### config.mk
export PLATFORM = sky130hd
export DESIGN_NAME = mem_arbiter
export DESIGN_NICKNAME = d
export VERILOG_FILES = /design/src/rtl/mem_arbiter_pkg.sv /design/src/rtl/mem_arbiter_rr_pick.sv /design/src/rtl/mem_arbiter.sv
export SDC_FILE = /design/constraint.sdc
export NUM_CORES = 1
export LEC_CHECK = 0
export BUFFER_PORTS_ARGS = -buffer_cell sky130_fd_sc_hd__buf_2
export CAP_MARGIN = 20
export CORE_MARGIN = 8
export CORE_UTILIZATION = 45
export CTS_BUF_LIST = sky130_fd_sc_hd__clkbuf_2
export CTS_CLUSTER_SIZE = 16
export DETAILED_ROUTE_END_ITERATION = 6
export HOLD_SLACK_MARGIN = 0.08
export PLACE_DENSITY_LB_ADDON = 0.1
export SLEW_MARGIN = 20
export SYNTH_ARGS = -nofsm -noshare
export SYNTH_HDL_FRONTEND = slang
export SYNTH_SLANG_ARGS = --single-unit
### constraint.sdc
create_clock -name clk -period 3.27 [get_ports clk]
set_input_delay 0.4905 -clock clk [delete_from_list [all_inputs] [get_ports clk]]
set_output_delay 0.4905 -clock clk [all_outputs]
set_load 0.01 [all_outputs]
### src/rtl/mem_arbiter_pkg.sv
// Shared types and constants for the round-robin memory port arbiter.
package mem_arbiter_pkg;

  // Arbiter state encoding
  typedef enum logic {
    ARB_IDLE  = 1'b0,
    ARB_GRANT = 1'b1
  } arb_state_e;

  // Read data returned to a master whose transfer was forced complete
  localparam logic [31:0] ARB_TIMEOUT_RDATA = 32'hDEADBEEF;

  // Native memory request payload forwarded downstream
  typedef struct packed {
    logic        instr;
    logic [3:0]  wstrb;
    logic [31:0] wdata;
    logic [31:0] addr;
  } mem_req_t;

endpackage

### src/rtl/mem_arbiter_rr_pick.sv
// Round-robin picker: first requester at or after last_grant+1 (mod NUM_MASTERS).
module mem_arbiter_rr_pick #(
  parameter int unsigned NUM_MASTERS = 2
) (
  input  logic [NUM_MASTERS-1:0]         req,
  input  logic [$clog2(NUM_MASTERS)-1:0] last_grant,
  output logic                           found,
  output logic [$clog2(NUM_MASTERS)-1:0] next_grant
);

  localparam int unsigned IDX_W = $clog2(NUM_MASTERS);
  localparam int unsigned SUM_W = IDX_W + 2;

  logic [IDX_W:0]         start;
  logic [NUM_MASTERS-1:0] rot;
  logic [IDX_W-1:0]       pos;
  logic [SUM_W-1:0]       sum;

  // Rotate the request vector so last_grant+1 sits at bit 0, then take the lowest set bit
  always_comb begin
    start = {1'b0, last_grant} + (IDX_W + 1)'(1);
    rot   = NUM_MASTERS'({req, req} >> start);
    pos   = '0;
    for (int i = int'(NUM_MASTERS) - 1; i >= 0; i--) begin
      if (rot[i]) begin
        pos = IDX_W'(i);
      end
    end
    sum = SUM_W'(start) + SUM_W'(pos);
    if (sum >= SUM_W'(NUM_MASTERS)) begin
      sum = sum - SUM_W'(NUM_MASTERS);
    end
    found      = |req;
    next_grant = IDX_W'(sum);
  end

endmodule

### src/rtl/mem_arbiter.sv
// Round-robin arbiter sharing one picorv32-native memory port among NUM_MASTERS
// requesters, one outstanding transfer at a time, with a mandatory idle bubble
// between transfers. Optional forced completion with MEM_ARB_TIMEOUT_EN.
module mem_arbiter
  import mem_arbiter_pkg::*;
#(
  parameter int unsigned NUM_MASTERS    = 2,
  parameter int unsigned TIMEOUT_CYCLES = 255
) (
  input  logic                      clk,
  input  logic                      resetn,
  input  logic [NUM_MASTERS-1:0]    m_valid,
  output logic [NUM_MASTERS-1:0]    m_ready,
  input  logic [NUM_MASTERS-1:0]    m_instr,
  input  logic [4*NUM_MASTERS-1:0]  m_wstrb,
  input  logic [32*NUM_MASTERS-1:0] m_wdata,
  input  logic [32*NUM_MASTERS-1:0] m_addr,
  output logic [31:0]               m_rdata,
  output logic                      s_valid,
  input  logic                      s_ready,
  output logic                      s_instr,
  output logic [3:0]                s_wstrb,
  output logic [31:0]               s_wdata,
  output logic [31:0]               s_addr,
`ifdef MEM_ARB_TIMEOUT_EN
  output logic                      timeout_err,
`endif
  input  logic [31:0]               s_rdata
);

  localparam int unsigned          IDX_W    = $clog2(NUM_MASTERS);
  localparam logic [NUM_MASTERS-1:0] ONE_HOT0 = NUM_MASTERS'(1);

  arb_state_e       state;
  logic [IDX_W-1:0] grant;
  logic [IDX_W-1:0] last_grant;
  logic [IDX_W-1:0] pick;
  logic             found;
  mem_req_t         sel_req;
  mem_req_t         req_q;
  logic             done_c;
  logic             tmo_c;

  mem_arbiter_rr_pick #(
    .NUM_MASTERS (NUM_MASTERS)
  ) u_rr_pick (
    .req        (m_valid),
    .last_grant (last_grant),
    .found      (found),
    .next_grant (pick)
  );

  // Payload of the master the picker selected
  always_comb begin
    sel_req = '0;
    for (int i = 0; i < int'(NUM_MASTERS); i++) begin
      if (pick == IDX_W'(i)) begin
        sel_req.instr = m_instr[i];
        sel_req.wstrb = m_wstrb[4*i +: 4];
        sel_req.wdata = m_wdata[32*i +: 32];
        sel_req.addr  = m_addr[32*i +: 32];
      end
    end
  end

`ifdef MEM_ARB_TIMEOUT_EN
  localparam int unsigned CNT_W = (TIMEOUT_CYCLES > 1) ? $clog2(TIMEOUT_CYCLES) : 1;

  logic [CNT_W-1:0] cnt;

  // GRANT cycle counter and sticky timeout flag
  always_ff @(posedge clk or negedge resetn) begin
    if (!resetn) begin
      cnt         <= '0;
      timeout_err <= 1'b0;
    end else begin
      if (state == ARB_GRANT) begin
        cnt <= cnt + CNT_W'(1);
      end else begin
        cnt <= '0;
      end
      if (tmo_c) begin
        timeout_err <= 1'b1;
      end
    end
  end
`else
  // Timeout limit is meaningless when forced completion is compiled out
  logic unused_cfg;
  assign unused_cfg = |32'(TIMEOUT_CYCLES);
`endif

  // Transfer completion: downstream ready, or the GRANT time limit expiring
  always_comb begin
    tmo_c = 1'b0;
`ifdef MEM_ARB_TIMEOUT_EN
    tmo_c = (state == ARB_GRANT) && !s_ready && (cnt == CNT_W'(TIMEOUT_CYCLES - 1));
`endif
    done_c = (state == ARB_GRANT) && (s_ready || tmo_c);
  end

  assign m_ready = done_c ? (ONE_HOT0 << grant) : '0;
  assign m_rdata = tmo_c ? ARB_TIMEOUT_RDATA : s_rdata;

  // Arbitration FSM: pick in IDLE, hold grant and payload until completion
  always_ff @(posedge clk or negedge resetn) begin
    if (!resetn) begin
      state      <= ARB_IDLE;
      grant      <= '0;
      last_grant <= IDX_W'(NUM_MASTERS - 1);
      s_valid    <= 1'b0;
      req_q      <= '0;
    end else begin
      case (state)
        ARB_IDLE: begin
          if (found) begin
            grant   <= pick;
            req_q   <= sel_req;
            s_valid <= 1'b1;
            state   <= ARB_GRANT;
          end
        end
        ARB_GRANT: begin
          if (done_c) begin
            last_grant <= grant;
            s_valid    <= 1'b0;
            req_q      <= '0;
            state      <= ARB_IDLE;
          end
        end
        default: begin
          s_valid <= 1'b0;
          state   <= ARB_IDLE;
        end
      endcase
    end
  end

  assign s_instr = req_q.instr;
  assign s_wstrb = req_q.wstrb;
  assign s_wdata = req_q.wdata;
  assign s_addr  = req_q.addr;

endmodule

# Word level (Yosys, flattened, before mapping)
# Cells that the tools add are included.
# totals
latchBits	0
n_memories	0
elab_cells	36
input_bits	175
output_inout_bits	104
ram_bits	0
register_bits	73
romBits	0
# op_classes
bitwise	1
shift	2
order_cmp	1
n_addsub	3
mux	14
mul	0
reduce_logical	5
n_eq_ne	2
n_div	0
# ops
op	n
two-way mux 69 bit	3
case mux 69 bit (2 select lines)	1
two-way mux 1 bit	7
AND reduction 2 bit	3
case mux 1 bit (2 select lines)	2
>> shifter 4 x 2 -> 2 bit	1
adder 2 x 1 -> 3 bit	1
>= comparator 3 x 2 -> 1 bit (second input constant)	1
adder 1 x 1 -> 2 bit (second input constant)	1
two-way mux 2 bit	1
inequality test 2 x 1 -> 1 bit (second input constant)	1
inequality test 2 bit (second input constant)	1
OR reduction 2 bit	1
<< shifter 1 x 1 -> 2 bit (first input constant)	1
logical AND 1 bit	1
inverter 1 bit	1
subtractor 1 bit (second input constant)	1

# Depth between registers and ports, before layout
# Gate-level depths: netlist of the first run.
# depth
ltp_word	10
ltp_mapped	6

# Modules after synthesis
# From an unflattened synthesis of the first run, not the netlist that was laid out.
# unflattened
hier_cells	280
area_unflattened_um2	3573.4
# modules_own_cells
module	cells_per_inst	area_each_um2	seq_area_each_um2	n_inst
mem_arbiter	276	3548.4	1828.0	1
mem_arbiter_rr_pick	4	25.0	0.0	1

# Worst setup path after synthesis of the first run
# OpenSTA, ideal clock, no wires.
# synth_timing
path_type	in2reg
from	input m_valid[0]
to	register req_q, in the netlist s_wstrb[0]
setup_slack_ps	1785
setup_ps	80
path_buffers	3
stages	6
t_arrival_ps	1404
required_time_ps	3190
path_cell_list	buf_2 -> nor3_2 -> buf_2 -> buf_4 -> o21ai_0 -> o211ai_2
# synth_via
elab_chain_len	9
elab_cells_between_ends	13
cone_classes	2 x add/sub; 1 x order compare; 1 x eq/ne; 1 x shift; 6 x mux; 2 x reduce/logical
# synth_rtl
item	line_no	text
from (decl)	mem_arbiter.sv:12	input logic [NUM_MASTERS-1:0] m_valid,
>> shifter 4 x 2 -> 2 bit	mem_arbiter_rr_pick.sv:22	rot = NUM_MASTERS'({req, req} >> start);
two-way mux 1 bit (2 in a row)	mem_arbiter_rr_pick.sv:25	if (rot[i]) begin
adder 2 x 1 -> 3 bit	mem_arbiter_rr_pick.sv:29	sum = SUM_W'(start) + SUM_W'(pos);
>= comparator 3 x 2 -> 1 bit or subtractor 1 bit (tied branches)	mem_arbiter_rr_pick.sv:30, mem_arbiter_rr_pick.sv:31	
two-way mux 1 bit	mem_arbiter_rr_pick.sv:30	if (sum >= SUM_W'(NUM_MASTERS)) begin
two-way mux 69 bit	mem_arbiter.sv:57	if (pick == IDX_W'(i)) begin
two-way mux 69 bit	mem_arbiter.sv:116	if (found) begin
case mux 69 bit (2 select lines)	mem_arbiter.sv:114	case (state)
to (signal assigned)	mem_arbiter.sv:118	req_q <= sel_req;
to (decl)	mem_arbiter.sv:40	mem_req_t req_q;
# Parallel ways exist; a longest one is shown, timed or not. The select of a mux whose other input is x is not followed.
# A chain may end at the register's enable or synchronous reset.

# Worst setup path after layout of the first run
# layout_timing
from	register state
to	output m_ready[0]
# layout_via
elab_chain_len	2
# layout_rtl
item	line_no	text
from (decl)	mem_arbiter.sv:34	arb_state_e state;
from (signal assigned)	mem_arbiter.sv:108	state <= ARB_IDLE;
from (signal assigned)	mem_arbiter.sv:120	state <= ARB_GRANT;
from (signal assigned)	mem_arbiter.sv:128	state <= ARB_IDLE;
logical AND 1 bit	mem_arbiter.sv:99	done_c = (state == ARB_GRANT) && (s_ready || tmo_c);
two-way mux 2 bit	mem_arbiter.sv:102	assign m_ready = done_c ? (ONE_HOT0 << grant) : '0;
to (decl)	mem_arbiter.sv:13	output logic [NUM_MASTERS-1:0] m_ready,
# Every way passes these cells.

==> results.toml, run 1 <==
[grt]
grt_max_degree = 74
grt_pass1_wl_mm = 24.98
grt_pass1_vias = 4809
grt_use_total = 0.2319
antenna_found_initial = 0
grt-ovfl-total = 0

[cells_and_area]
layout_common_cells = "buf_2 (213), dfrtp_1 (72), nand2_1 (70), o2111ai_1 (69), o21ai_0 (67)"
stdcell_area_sq_um = 5458
fillers = 932
area_growth_pct = 21.03
diodes = 0
utilization = 0.5584
final_cells = 738
drive_gt1_frac = 0.5207
nNetsFinal = 775
final_common_cell = "buf_2"

[timing]
tightest_slew_ns = 0.9566
holdWs_ns = 0.09677
finalHoldViolCount = 0
fin_ws_ns = 1.332
maxSlewViolCount = 0
fin_worst_skew_ns = 0.01851
fmax_mhz = 516.0
finalCritPeriodShare = 0.5926
setup_viol = 0
period_minus_slack_ns = 1.938
timing.setup.tns_ns = 0
relSlewSlack = 0.3623
rsz0062_at_grt = "false"

[synth]
yosysWarningCount = 0
postSynthCellCount = 454
synth_seq_cells = 73
synth_seq_area_share = 0.4054
yosys.cell_types.count = 22
syn_nets = 629
synth_area_sq_um = 4509
synth.avg_cell_area_sq_um = 9.932

[power_and_ir_drop]
p_int_mw = 1.955
powerDensity_nw_per_um2 = 638.4
clkPwrFrac = 0.151
netSwitchingFraction = 0.4388
totalPowerFinal_mw = 3.484
leakage_nw = 2.683
peakVddDrop_mv = 0.4637
p_sw_mw = 1.529
p_comb_frac = 0.462
power_frac_seq = 0.388

[place]
port_buffers = 214
hpwlAfterDp_mm = 10.69
dp.cells = 722
dpl_worst_slack_ns = 0.8672
dpl_cell_area_sq_um = 5340
gp_congestion = 0.7848

[setup_path]
reg2regPathDepth = 3
r2r-start = "last_grant"
cp-end-kind = "output port"
r2r_slack_ns = 1.40
rr_endpoint = "s_addr[27]"
worstPathArrival_ns = 1.45
start_kind = "register"
cp_data_required_time_ns = 2.78
cp_max_fo = 6
path_class = "register to output port"

[clocking]
cts_made_buffers = 9
clock-root-buffer = "clkbuf_2"
htree_levels = 3
ctsResizeCount = 0
clk_pin_slew_worst_paths_ns = 0.22
insertion_delay_ns = 0.48
cts_hold_buffers = 0
cts_tree = "built"
clkSinkCount = 73
cts_setup_buffers = 0
cts_buffer_depth = 2

[drt]
drt_iter0_markers = 405
drt_drc_violations_left = 0
ant_nets = 0
via_count = 4503
postRouteWirelength_mm = 15.98
firstDrtPassIters = 5
avgRoutedWirePerCell_um = 21.65
via_per_inst = 6.102

[hold_path]
hold_class = "input port to asynchronous set/reset pin"

[floorplanning]
die_area_sq_um = 13480
initial_utilization = 0.4613
design.portCount = 279
core_area_sq_um = 9774
dieHeight_um = 116.1
rows = 36
die_x_um = 116.1

[run_status]
outcome = "finished, final reports clean"

[run]
cap_violations = 0
==> final cells by class <==
| class | count | area, sq um | share of cell area |
|---|---|---|---|
| Sequential cell | 73 | 1828 | 0.3349 |
| Inverter | 2 | 7.507 | 0.001376 |
| Clock inverter | 6 | 67.56 | 0.01238 |
| Timing Repair Buffer | 226 | 1189 | 0.2178 |
| Multi-Input combinational cell | 288 | 2150 | 0.3939 |
| Clock buffer | 10 | 50.05 | 0.009170 |
| Tap cell | 133 | 166.4 | 0.03049 |
==> critical path, cell delays in order, from the launching register on <==
cell	delay (ns)
dfrtp_1	0.51
nand2_1	0.14
nor2_1	0.16
buf_2	0.16
==> sequential cells by signal, indices dropped and copies added, names as in the netlist <==
signal	flops
s_wdata	32
s_instr	1
state	1
s_addr	32
last_grant	1
s_valid	1
s_wstrb	4
grant	1
==> logic make-up after synthesis <==
kind of cell | synth area share
adder cells (fa/ha/maj) | 0.002497
flip-flops | 0.4054
AND/OR/NAND/NOR | 0.06660
buffers and inverters | 0.1201
AO/OA/AOI/OAI | 0.4054
==> worst max path at each step <==
stage	from	end	slack, ns	cells after the start
CTS	state	m_ready[0]	1.30	3
global route	state	m_ready[0]	1.18	3
global placement	m_valid[0]	grant	0.90	4
detailed placement	m_valid[0]	s_addr[27]	0.87	4
finish	state	m_ready[0]	1.33	3
floorplan	m_valid[0]	s_wstrb[0]	1.79	6
==> power by group through the flow <==
stage          Sequential, mW  Combinational [mW]  Clock (mW)
2_1_floorplan            1.47               0.938           0
3_5_place_dp             1.36                1.62           0
5_1_grt                  1.39                1.74       0.572
6_report                 1.35                1.61       0.525
4_1_cts                  1.35                1.62       0.538
3_3_place_gp             1.36                1.59           0
==> cell usage after synthesis (all sizes together) <==
library cell	count	area share
buf	53	0.087
nand2	70	0.058
inv	2	0.0017
and3	1	0.0014
o2111ai	69	0.13
o21ai	69	0.077
clkbuf	38	0.032
or2	1	0.0014
dfstp	1	0.0058
nor2	2	0.0017
dfrtp	72	0.40
a21oi	1	0.0011
o211ai	69	0.19
o21ba	1	0.0022
and2b	1	0.0017
maj3	1	0.0025
a21o	2	0.0033
nor3	1	0.0022
==> per-layer routing <==
layer  share of wire  wire (um)  GRT usage
met1            0.39       6283     0.2889
met2            0.50       7937     0.3830
met3           0.089       1415    0.05688
met4           0.022        345    0.08124
met5               0          0          0
(Power assumes the default switching activity.)
==> run 2: changes to the inputs <==
- ABC_AREA: not set -> 1
- CORE_UTILIZATION: 45 -> 44
- clock period: 3.27 -> 1.95 ns (I/O delays scaled with it)
==> results.toml, run 2 <==
[run_status]
outcome = "finished, violations left"
failed_checks = "DRC"

[clocking]
cts_tree = "built"
cts_buffer_depth = 2
cts_made_buffers = 9
insertion_delay_ns = 0.49
clkSinkCount = 73
clock-root-buffer = "clkbuf_2"
clk_pin_slew_worst_paths_ns = 0.19
htree_levels = 3
cts_setup_buffers = 0

[grt]
grt_max_degree = 70
grt-ovfl-total = 0
grt_pass1_vias = 5010
grt_pass1_wl_mm = 24.11
antenna_found_initial = 0
grt_use_total = 0.2260

[setup_path]
crit_top_cell = "nand3_1"
path_class = "register to register"
max_stage_delay_ns = 0.57
crit_slowest_cell = "dfstp_2"
cp-end-kind = "register"
crit_family = "buffers and inverters"
cp_max_fo = 23
cp_data_required_time_ns = 2.34
path_buf_inv = 3
start_kind = "register"
path_cells = "inv_1 -> nand2_2 -> buf_8 -> nand3_1 -> nand3_1 -> dlygate4sd3_1 -> nand2_1"
worstPathArrival_ns = 2.25

[drt]
via_count = 5024
postRouteWirelength_mm = 15.58
drt_iter0_markers = 387
avgRoutedWirePerCell_um = 14.65
ant_nets = 0
firstDrtPassIters = 7
via_per_inst = 4.726
drt_drc_violations_left = 1

[run]
cap_violations = 0

[timing]
maxSlewViolCount = 0
fin_worst_skew_ns = 0.01980
tightest_slew_ns = 0.5033
relSlewSlack = 0.6645
timing.setup.tns_ns = 0
setup_viol = 0
finalCritPeriodShare = 0.9532
period_minus_slack_ns = 1.859
finalHoldViolCount = 0
fmax_mhz = 538.0
rsz0062_at_grt = "false"

[cells_and_area]
area_growth_pct = 52.00
stdcell_area_sq_um = 6576
fillers = 840
nNetsFinal = 1101
diodes = 0
final_common_cell = "buf_2"
layout_common_cells = "buf_2 (213), nand2_1 (212), inv_1 (143), nand3_1 (138), dlygate4sd3_1 (111)"
drive_gt1_frac = 0.2656

[power_and_ir_drop]
peakVddDrop_mv = 0.4477
clkPwrFrac = 0.125
leakage_nw = 4.079
netSwitchingFraction = 0.4240
p_comb_frac = 0.493
powerDensity_nw_per_um2 = 982.6
totalPowerFinal_mw = 6.462
p_sw_mw = 2.740
power_frac_seq = 0.382
p_int_mw = 3.722

[floorplanning]
initial_utilization = 0.4489
die_x_um = 115.2
dieHeight_um = 115.2
rows = 36
die_area_sq_um = 13260
core_area_sq_um = 9639
design.portCount = 279

[synth]
synth-main-ff-cell = "dfrtp_1"
yosysMostFrequentCell = "nand2_1"
synth_top_family_by_area = "simple AND/OR/NAND/NOR gates"
syn_nets = 819
async_reset_ff_frac = 1.000
yosysWarningCount = 0
synth_area_sq_um = 4327
synth.avg_cell_area_sq_um = 6.718
synth_area_leaders = "dfrtp_1 (42%), nand2_1 (19%), nand3_1 (16%)"
yosys.cell_types.count = 17
synth_compound_area_frac = 0.005495
synth-simple-area-share = 0.3511
synth_seq_cells = 73
postSynthCellCount = 644
synth_mux_area_frac = 0
synth_common_cells = "nand2_1 (214), inv_1 (143), nand3_1 (138)"
synthAdderAreaFrac = 0
synthXorXnorAreaFrac = 0
synth_seq_area_share = 0.4225
synth_top_area_share = 0.4164
yosysTopAreaCell = "dfrtp_1"
synth_edf_count = 0

[place]
hpwlAfterDp_mm = 9.709
dpl_cell_area_sq_um = 5289
port_buffers = 214
gp_congestion = 0.8508

[hold_path]
hold_class = "input port to register"
## run 2: cell types whose count changed after synthesis, moves of 30 or more
| cell | previous run | this run |
|---|---|---|
| nand2_1 | 70 | 214 |
| o211ai_2 | 66 | 0 |
| inv_1 | 0 | 143 |
| nand3_1 | 0 | 138 |
| o2111ai_1 | 69 | 0 |
| clkbuf_1 | 38 | 8 |
| o21ai_0 | 67 | 2 |
## run 2: path summary, 6_finish.rpt
check                      cells past startpoint        from    endpoint  slack [ns]
setup / recovery                               7  last_grant  s_wdata[1]        0.09
hold reg to reg                                2  s_addr[21]  s_addr[21]        0.50
min in group asynchronous                      2      resetn   s_addr[4]        0.28
max in group asynchronous                      3      resetn  last_grant        1.02
setup reg to reg                               7  last_grant  s_wdata[1]        0.09
hold / removal                                 5  m_addr[54]  s_addr[22]        0.13
## run 2: area by class of cell
class / instances / area, sq um / area share
repair buffers: 338 / 2375 / 0.3611
multi-input cells: 360 / 1567 / 0.2382
well taps: 133 / 166.4 / 0.02530
inverters: 144 / 540.5 / 0.08219
flip-flops and latches: 73 / 1828 / 0.2780
clock buffers: 11 / 55.05 / 0.008371
clock inverters: 4 / 45.04 / 0.006849
## run 2: kinds of logic after synthesis
family                 after synthesis
AOI/OAI and AO/OA                    4
buffers and inverters              211
DFF                                 73
and+or+nand+nor                    356
## run 2: repair_timing
action / 4_1_cts / 5_1_grt
hold buffers: 111 / 0
hold endpoints to repair: 106 / 0
setup endpoints to repair: 0 / 9
resized for setup: 0 / 5
## run 2: power by group through the flow
stage	logic, mW	clock network, mW	registers, mW
global route	3.52	0.917	2.54
CTS	3.09	0.844	2.46
floorplan	1.42	0	2.74
detailed placement	2.86	0	2.48
finish	3.18	0.809	2.47
global placement	2.81	0	2.49
## run 2: metal layers
layer | GRT usage | share of wire
met1 | 0.2587 | 0.39
met2 | 0.3765 | 0.49
met3 | 0.06670 | 0.092
met4 | 0.1147 | 0.032
met5 | 0 | 0
## run 2: worst min-delay path: cells and delay by family
family	cells	cell delay (ns)
simple gates	3	0.18
buf+inv	2	0.12
## run 2: per-stage QoR
step	utilization	hold slack (ns)	instances	worst slack, ns
6_report	0.6822	0.1342	1063	0.09133
5_1_grt	0.6822	0.08527	1063	0.007763
4_1_cts	0.6743	0.08031	1061	0.05149
3_5_place_dp	0.5487	0.2857	935	0.4351
3_3_place_gp	0.5487	0.2910	935	0.4534
2_1_floorplan	-	-0.003091	644	0.6469
==> run 3: changes to the inputs <==
- SYNTH_HIERARCHICAL: not set -> 1
==> results.toml, run 3 <==
[drt]
ant_nets = 0
via_count = 4693
drt_drc_violations_left = 0
avgRoutedWirePerCell_um = 14.02
firstDrtPassIters = 4
postRouteWirelength_mm = 14.21
via_per_inst = 4.633
drt_iter0_markers = 292

[synth]
yosys.cell_types.count = 15
yosysMostFrequentCell = "nand2_1"
yosysTopAreaCell = "dfrtp_1"
async_reset_ff_frac = 1.000
synth.avg_cell_area_sq_um = 6.734
yosysWarningCount = 6
synth_area_leaders = "dfrtp_1 (42%), nand2_1 (21%), nand3_1 (15%)"
synth_top_area_share = 0.4207
postSynthCellCount = 636
syn_nets = 811
synth_edf_count = 0
synth-main-ff-cell = "dfrtp_1"
synth_seq_area_share = 0.4268
synth_common_cells = "nand2_1 (237), nand3_1 (126), inv_1 (121)"
synth_area_sq_um = 4283
synth_seq_cells = 73

[setup_path]
cp_max_fo = 15
path_buf_inv = 2
path_class = "register to output port"
start_kind = "register"
path_cells = "buf_4 -> nand2_4 -> nor2_4 -> buf_2"
crit_family = "flip-flops"
worstPathArrival_ns = 1.47
crit_slowest_cell = "dfrtp_1"
cp-end-kind = "output port"
cp_data_required_time_ns = 1.66
max_stage_delay_ns = 0.43

[clocking]
htree_levels = 3
insertion_delay_ns = 0.47
cts_tree = "built"
clock-root-buffer = "clkbuf_2"
clkSinkCount = 73
cts_buffer_depth = 2
cts_made_buffers = 9
clk_pin_slew_worst_paths_ns = 0.21
cts_setup_buffers = 0

[place]
gp_congestion = 0.8772
dp.cells = 929
hpwlAfterDp_mm = 9.869
port_buffers = 214
dpl_worst_slack_ns = 0.3467

[cells_and_area]
diodes = 0
fillers = 909
register_area_sq_um = 1828
area_growth_pct = 42.01
final_cells = 1013
layout_common_cells = "nand2_1 (235), buf_2 (213), nand3_1 (126), inv_1 (121), dfrtp_1 (72)"
nNetsFinal = 1050
utilization = 0.6339
final_common_cell = "nand2_1"
multi_input_area_sq_um = 1592
drive_gt1_frac = 0.2841

[run]
cap_violations = 0

[run_status]
outcome = "finished, final reports clean"

[grt]
grt_max_degree = 71
antenna_found_initial = 0
grt_pass1_vias = 4870
grt-ovfl-total = 0
grt_pass1_wl_mm = 22.72
grt_use_total = 0.2119

[power_and_ir_drop]
leakage_nw = 3.871
totalPowerFinal_mw = 6.242
powerDensity_nw_per_um2 = 1026
peakVddDrop_mv = 0.5106

[timing]
finalCritPeriodShare = 0.9059
fin_ws_ns = 0.1834
holdWs_ns = 0.09616
period_minus_slack_ns = 1.767
rsz0062_at_grt = "false"
relSlewSlack = 0.6612
finalHoldViolCount = 0
maxSlewViolCount = 0
tightest_slew_ns = 0.5070
fin_worst_skew_ns = 0.02449
setup_viol = 0
fmax_mhz = 566.1

[floorplanning]
die_area_sq_um = 13150
initial_utilization = 0.4464
dieHeight_um = 114.7
die_x_um = 114.7
design.portCount = 279
rows = 36
core_area_sq_um = 9594

[hold_path]
hold_class = "input port to register"
## run 3: cell count changes after synthesis, sizes merged
| cell | delta |
|---|---|
| nor2 | +2 |
| nand3 | -12 |
| buf | +4 |
| inv | -22 |
| clkbuf | -3 |
| nand2 | +23 |
| or2 | +1 |
| a21oi | -1 |
## run 3: area by class of cell
type                       instances  area share
clock buffer                      12    0.009875
clock inverter                     4    0.007200
inverter                         122     0.07529
multi-input combinational        373      0.2617
sequential                        73      0.3006
tap                              133     0.02736
timing repair buffer             296      0.3180
## run 3: logic make-up (layout without fill, tap and decap cells)
group                  count (synthesis)  after routing  synth area share
AO/OA/AOI/OAI                          3              3          0.003505
buffers and inverters                190            434            0.2068
flip-flops                            73             73            0.4268
AND/OR/NAND/NOR                      370            370            0.3628
## run 3: per-stage QoR
stage / TNS (ns) / area, sq um
after floorplan: 0 / 4283
after global placement: -2.167 / 5265
after detailed placement: 0 / 5285
after CTS: 0 / 5977
after global routing: 0 / 6082
final: 0 / 6082
## run 3: repair_timing
item,CTS,global route
endpoints found under the setup margin,1,2
hold buffers,58,10
gates resized for setup,2,1
hold endpoints to repair,74,9
## run 3: path summary, 6_finish.rpt
| kind | cells past startpoint | slack (ns) | startpoint | endpoint |
|---|---|---|---|---|
| setup / recovery | 4 | 0.18 | state | m_ready[0] |
| hold / removal | 5 | 0.1 | m_wdata[48] | s_wdata[16] |
| setup reg to reg | 9 | 0.39 | last_grant | s_addr[31] |
| min in group asynchronous | 2 | 0.29 | resetn | s_addr[4] |
| max in group asynchronous | 3 | 1.02 | resetn | last_grant |
| hold reg to reg | 2 | 0.52 | last_grant | last_grant |
## run 3: per-layer routing
layer,global-route usage,share of wire,vias to the layer above
met1,0.2363,0.40,2159
met3,0.06751,0.079,37
met4,0.08962,0.023,0
met5,0,0,-
met2,0.3638,0.50,162
li1,-,-,2335
## run 3: power breakdown
group / internal (mW) / switching [mW]
sequential: 2.11 / 0.360
clock: 0.305 / 0.514
combinational: 1.19 / 1.76
## run 3: worst register-to-register path: stages, from the launching register on
cell	delay (ns)
dfstp_2	0.58
inv_1	0.04
nand2_1	0.07
nand2_2	0.09
inv_2	0.08
buf_12	0.25
nand2_1	0.19
nand2_1	0.09
nand2_1	0.05
nand2_1	0.05
